<file path="src/rtl/mux_32x8_serializer_if.sv">
// Word-in / byte-out bus of the 32-to-8 serializer.
interface mux_32x8_serializer_if #(
   parameter int OUT_W = 8,
   parameter int LANES = 4,
   parameter int SEL_W = 2
);
   logic [OUT_W*LANES-1:0] data_in_32x8;
   logic                   valid_in_32x8;
   logic                   ready_out_32x8;
   logic [OUT_W-1:0]       data_out_32x8;
   logic                   valid_out_32x8;
   logic [SEL_W-1:0]       selector_clk_4f;
   logic [7:0]             words_sent;

   modport master (
      output data_in_32x8,
      output valid_in_32x8,
      input  ready_out_32x8,
      input  data_out_32x8,
      input  valid_out_32x8,
      input  selector_clk_4f,
      input  words_sent
   );

   modport slave (
      input  data_in_32x8,
      input  valid_in_32x8,
      output ready_out_32x8,
      output data_out_32x8,
      output valid_out_32x8,
      output selector_clk_4f,
      output words_sent
   );
endinterface

</file>
<file path="src/rtl/mux_32x8_serializer.sv">
// Serializes 32-bit words into MSB-first bytes with a lane selector.
// One word is being shifted out while a second can wait in pending,
// so a producer holding valid high sees a bubble-free byte stream.
//
// state | meaning
// IDLE  | nothing to send, valid_out low, waiting for a word
// SEND  | emitting bytes of the shift register, cnt = lane in flight
module mux_32x8_serializer #(
   parameter int OUT_W = 8,
   parameter int LANES = 4,
   parameter int SEL_W = 2
) (
   input  logic                  clk_4f,
   input  logic                  reset,
   mux_32x8_serializer_if.slave  bus
);
   localparam int W = OUT_W * LANES;
   localparam logic [SEL_W-1:0] LAST = SEL_W'(LANES - 1);

   typedef enum logic {IDLE, SEND} state_t;

   state_t           state_q, state_d;
   logic [SEL_W-1:0] cnt_q, cnt_d;
   logic [W-1:0]     shift_q, shift_d;
   logic [W-1:0]     pend_q, pend_d;
   logic             pend_vld_q, pend_vld_d;
   logic [OUT_W-1:0] dout_q, dout_d;
   logic             vout_q, vout_d;
   logic [SEL_W-1:0] sel_q, sel_d;
   logic [7:0]       sent_q, sent_d;
   logic             xfer;

   // State and datapath registers; reset discards any word in flight.
   always_ff @(posedge clk_4f or posedge reset) begin
      if (reset) begin
         state_q    <= IDLE;
         cnt_q      <= '0;
         shift_q    <= '0;
         pend_q     <= '0;
         pend_vld_q <= 1'b0;
         dout_q     <= '0;
         vout_q     <= 1'b0;
         sel_q      <= '0;
         sent_q     <= '0;
      end else begin
         state_q    <= state_d;
         cnt_q      <= cnt_d;
         shift_q    <= shift_d;
         pend_q     <= pend_d;
         pend_vld_q <= pend_vld_d;
         dout_q     <= dout_d;
         vout_q     <= vout_d;
         sel_q      <= sel_d;
         sent_q     <= sent_d;
      end
   end

   // Next state: byte emission, word reload and pending capture.
   // The shift register moves left each byte so the lane in flight is
   // always the top byte.
   always_comb begin
      xfer       = bus.valid_in_32x8 && !pend_vld_q;
      state_d    = state_q;
      cnt_d      = cnt_q;
      shift_d    = shift_q;
      pend_d     = pend_q;
      pend_vld_d = pend_vld_q;
      dout_d     = dout_q;
      vout_d     = vout_q;
      sel_d      = sel_q;
      sent_d     = sent_q;
      case (state_q)
         IDLE: begin
            vout_d = 1'b0;
            sel_d  = '0;
            if (xfer) begin
               shift_d = bus.data_in_32x8;
               cnt_d   = '0;
               state_d = SEND;
            end
         end
         SEND: begin
            dout_d  = shift_q[W-1 -: OUT_W];
            sel_d   = cnt_q;
            vout_d  = 1'b1;
            cnt_d   = cnt_q + 1'b1;
            shift_d = {shift_q[W-OUT_W-1:0], {OUT_W{1'b0}}};
            if (cnt_q == LAST) begin
               sent_d = sent_q + 8'd1;
               cnt_d  = '0;
               if (pend_vld_q) begin
                  shift_d    = pend_q;
                  pend_vld_d = 1'b0;
               end else if (xfer) begin
                  shift_d = bus.data_in_32x8;
               end else begin
                  state_d = IDLE;
               end
            end else if (xfer) begin
               pend_d     = bus.data_in_32x8;
               pend_vld_d = 1'b1;
            end
         end
         default: state_d = IDLE;
      endcase
   end

   // Outputs straight from registers; ready only depends on pending.
   always_comb begin
      bus.ready_out_32x8  = !pend_vld_q;
      bus.data_out_32x8   = dout_q;
      bus.valid_out_32x8  = vout_q;
      bus.selector_clk_4f = sel_q;
      bus.words_sent      = sent_q;
   end
endmodule

</file>
<file path="src/flat_wrapper.sv">
// flat-port wrapper written by rule: the top's interface ports become plain ports
module mux_32x8_serializer_flat 
#(
   parameter int OUT_W = 8,
   parameter int LANES = 4,
   parameter int SEL_W = 2
)
  (clk_4f, reset, bus_data_in_32x8, bus_valid_in_32x8, bus_ready_out_32x8, bus_data_out_32x8, bus_valid_out_32x8, bus_selector_clk_4f, bus_words_sent);
  mux_32x8_serializer_if #(.OUT_W(OUT_W), .LANES(LANES), .SEL_W(SEL_W)) bus_i ();
  input  logic clk_4f;
  input  logic reset;
  input wire logic [$bits(bus_i.data_in_32x8)-1:0] bus_data_in_32x8;
  input wire logic [$bits(bus_i.valid_in_32x8)-1:0] bus_valid_in_32x8;
  output wire logic [$bits(bus_i.ready_out_32x8)-1:0] bus_ready_out_32x8;
  output wire logic [$bits(bus_i.data_out_32x8)-1:0] bus_data_out_32x8;
  output wire logic [$bits(bus_i.valid_out_32x8)-1:0] bus_valid_out_32x8;
  output wire logic [$bits(bus_i.selector_clk_4f)-1:0] bus_selector_clk_4f;
  output wire logic [$bits(bus_i.words_sent)-1:0] bus_words_sent;
  assign bus_i.data_in_32x8 = bus_data_in_32x8;
  assign bus_i.valid_in_32x8 = bus_valid_in_32x8;
  assign bus_ready_out_32x8 = bus_i.ready_out_32x8;
  assign bus_data_out_32x8 = bus_i.data_out_32x8;
  assign bus_valid_out_32x8 = bus_i.valid_out_32x8;
  assign bus_selector_clk_4f = bus_i.selector_clk_4f;
  assign bus_words_sent = bus_i.words_sent;
  mux_32x8_serializer #(.OUT_W(OUT_W), .LANES(LANES), .SEL_W(SEL_W)) u_core (.clk_4f(clk_4f), .reset(reset), .bus(bus_i));
endmodule
</file>
<file path="config.mk">
export PLATFORM = sky130hd
export DESIGN_NAME = mux_32x8_serializer_flat
export DESIGN_NICKNAME = d
export VERILOG_FILES = /design/src/rtl/mux_32x8_serializer_if.sv /design/src/rtl/mux_32x8_serializer.sv /design/src/flat_wrapper.sv
export SDC_FILE = /design/constraint.sdc
export NUM_CORES = 1
export LEC_CHECK = 0
export ABC_CLOCK_PERIOD_IN_PS = 2350
export BUFFER_PORTS_ARGS = -buffer_cell sky130_fd_sc_hd__clkbuf_2
export CAP_MARGIN = 20
export CORE_ASPECT_RATIO = 0.6
export CORE_UTILIZATION = 50
export CTS_BUF_LIST = sky130_fd_sc_hd__clkbuf_8
export CTS_CLUSTER_SIZE = 10
export DETAILED_ROUTE_END_ITERATION = 6
export MAX_ROUTING_LAYER = met4
export PLACE_DENSITY = 0.73
export SYNTH_ARGS = -nofsm -noshare
export SYNTH_HDL_FRONTEND = slang
export SYNTH_SLANG_ARGS = --single-unit
</file>
<file path="constraint.sdc">
create_clock -name clk_4f -period 2.35 [get_ports clk_4f]
set_clock_uncertainty 0.05 [all_clocks]
set_input_delay 0 -clock clk_4f [delete_from_list [all_inputs] [get_ports clk_4f]]
set_output_delay 0 -clock clk_4f [all_outputs]
set_load 0.03 [all_outputs]
</file>
==> metrics.txt <==
port bufs 54; DR iter-0 viols 270; CP max stage delay 450 ps; hpwl dp 5.98 mm; core area 8010 um^2; total negative slack 0 ps; Syn Nets 403; max-slew violation count 0; DRT Pass-1 Iters 5; maximum clock path buffer count 2; required time of the critical path 2570 ps; first-pass GRT wire length 15.8 mm; Final WS setup 367 ps; post-synthesis adder-cell area fraction 0.597%; total power 6.68 mW; synth unique cells 32; ANT nets after route 0; Syn Std Cell Area 4190 um^2; critical path type flip-flop to flip-flop; Hold Crit Class primary input to async pin; clk_lat worst skew 370 ps; drt wl/cell 16.6 um; layout net count 484; Synth Area in Simple Gates 7.71%; yosys warns 0; Final period util 84.4%; fin area 5080 um^2; initial antenna violation count 0; Max Cap Viol 0; Setup Fix Bufs, Post-CTS 0; outcome complete, no violations; Slew HR 57.9%; fraction of layout instances using a drive strength above 1 28.5%; unrepaired setup endpoints after global routing no; Final min period 1980 ps; P&R area growth vs syn 21.2%; post-synth top area share 52.0%; cts repair resizes 0; Max VDD drop 0.702 mV; dpl cell area 4560 um^2; Pwr per Cell Area 1320 nW/um^2; gpl congestion 0.782; Synth Instances 366; register area share after synthesis 52.0%; non-filler cells, final 560; DP Cell Count 511; worst-path cell chain ha_1 -> inv_2 -> and3_2 -> buf_12 -> mux2_2; TritonCTS Buffers 9; Fmax 0.504 GHz; Worst setup EP type flip-flop; leading area contributor after synthesis dfrtp_1; post-synthesis compound-gate area fraction 17.8%; Root Driver clkbuf_8; Routed Wire Length 9.32 mm; Clk pin slew, worst setup/hold paths 90 ps; mux share of post-synthesis cell area 16.2%; # hold bufs at CTS 33; num rows 25; GRT Resource Usage Total 24.3%; Vias/cell 5.67; worst-margin pin slew 631 ps; top_reg_cell synth dfrtp_1; final-report hold violation count 0; Initial Util 52.3%; Worst EP arrival 2200 ps; Sink Count 87; CTS tree done; top post-synthesis cells by area dfrtp_1, mux2_4, o21ai_0, a22oi_1, nand2_1; final setup vio count 0; synthesis-stage register bit count 87; number of flops mapped to enable cells by yosys 0; vias in the first global route 3134; largest net degree at the start of global routing 57; Die Ht 72.9 um; CP Max Fanout 14; die width 120 um; xor-xnor portion of the synthesized cell area 1.46%; I/O pins 55; vias after detailed routing 3173; largest family of logic cells by synthesized area compound AO/OA/AOI/OAI gates; GRT Residual Overflow 0; DRC viols 0; CP startpoint kind flip-flop; htree depth 3; Syn Area/Cell 11.4 um^2; diode count 0; slowest stage cell, crit path and3_2; Placement Setup Slack 381 ps; post-synthesis async set-or-reset flop share 100%; leak pwr 2.33 nW; die area 8760 um^2
flip-flops by register name, indices dropped and copies added (netlist names):
name                        flops
u_core.pend_q                  32
u_core.shift_q                 32
u_core.bus.data_out_32x8        8
u_core.bus.words_sent           8
u_core.bus.selector_clk_4f      2
u_core.cnt_q                    2
u_core.bus.valid_out_32x8       1
u_core.pend_vld_q               1
u_core.state_q                  1
where the power goes:
group          total [mW]  internal [mW]  switching (mW)  leakage [nW]
Clock               0.983          0.416           0.567        0.0849
Combinational        3.08           1.47            1.61          1.17
Sequential           2.63           2.20           0.429          1.07
per-stage QoR:
step                      hold WS (ps)  utilization, %
final                              148            63.4
after global routing               191            63.4
after CTS                          169            63.4
after detailed placement          15.6            57.0
after global placement           -1.67            57.0
after floorplan                   98.0               -
Yosys cell counts, types with 3 or more instances:
library cell  count
nor2_1           22
a22oi_1          23
xnor2_1           5
nand2_1          36
buf_2            12
o22a_1           11
dfrtp_1          87
inv_1             3
o22ai_1           8
clkbuf_1         10
a21oi_1          12
a32oi_1           8
mux2i_1          11
o221ai_1          3
nand4_1           3
buf_6             5
o21ai_0          35
a22o_1           10
mux2_4           29
nand2b_1          3
mux2_2           12
and2_1            3
layer usage:
metal / part of all wire [%] / track usage [%] / vias up / routed length (um)
met5: 0 / - / - / 0
met4: 0.77 / 5.83 / 0 / 72
met3: 4.4 / 6.48 / 6 / 408
met2: 44 / 34.6 / 72 / 4130
met1: 51 / 34.6 / 1601 / 4710
li1: - / - / 1494 / -
cells by family after synthesis:
logic type	Yosys count
AOI/OAI and AO/OA	111
xor gates and xnor gates	7
adders and majority gates	2
buffers and inverters	33
DFF	87
muxes	52
and+or+nand+nor	74
placed cells by master, fill, tap and decap left out, drive strengths merged, types with 4 or more instances in the layout:
cell type / count
and2: 4
clkbuf: 64
inv: 4
dlygate4sd3: 33
buf: 12
xnor2: 5
a32oi: 8
a21oi: 12
nand2: 36
o21ai: 35
mux2i: 11
dfrtp: 87
a22o: 10
nor2: 22
o22ai: 8
o22a: 11
mux2: 41
a22oi: 23
final timing paths:
kind | endpoint | slack [ps] | depth (start not counted) | start
setup / recovery | u_core.pend_q[27] | 370 | 5 | u_core.cnt_q[0]
hold / removal | u_core.bus.words_sent[1] | 150 | 3 | reset
setup reg to reg | u_core.pend_q[27] | 370 | 5 | u_core.cnt_q[0]
hold reg to reg | u_core.bus.words_sent[7] | 420 | 1 | u_core.bus.words_sent[7]
max in group asynchronous | u_core.state_q | 1420 | 4 | reset
min in group clk_4f | u_core.state_q | 220 | 4 | bus_valid_in_32x8
worst max-delay path: cells and delay by family (launching register included):
family / cells / cell delay [ps]
simple gates: 1 / 450
fa+ha+maj: 1 / 230
buf+inv: 2 / 370
flops: 1 / 410
mux: 1 / 350
layout make-up:
cell class / count / area (um^2)
timing repair buffer: 99 / 728
fill: 662 / 2930
clock inverter: 6 / 45.0
multi-input combinational: 246 / 1840
clock buffer: 10 / 138
tap: 108 / 135
inverter: 4 / 16.3
sequential: 87 / 2180
Power figures use the tool's default switching activity.
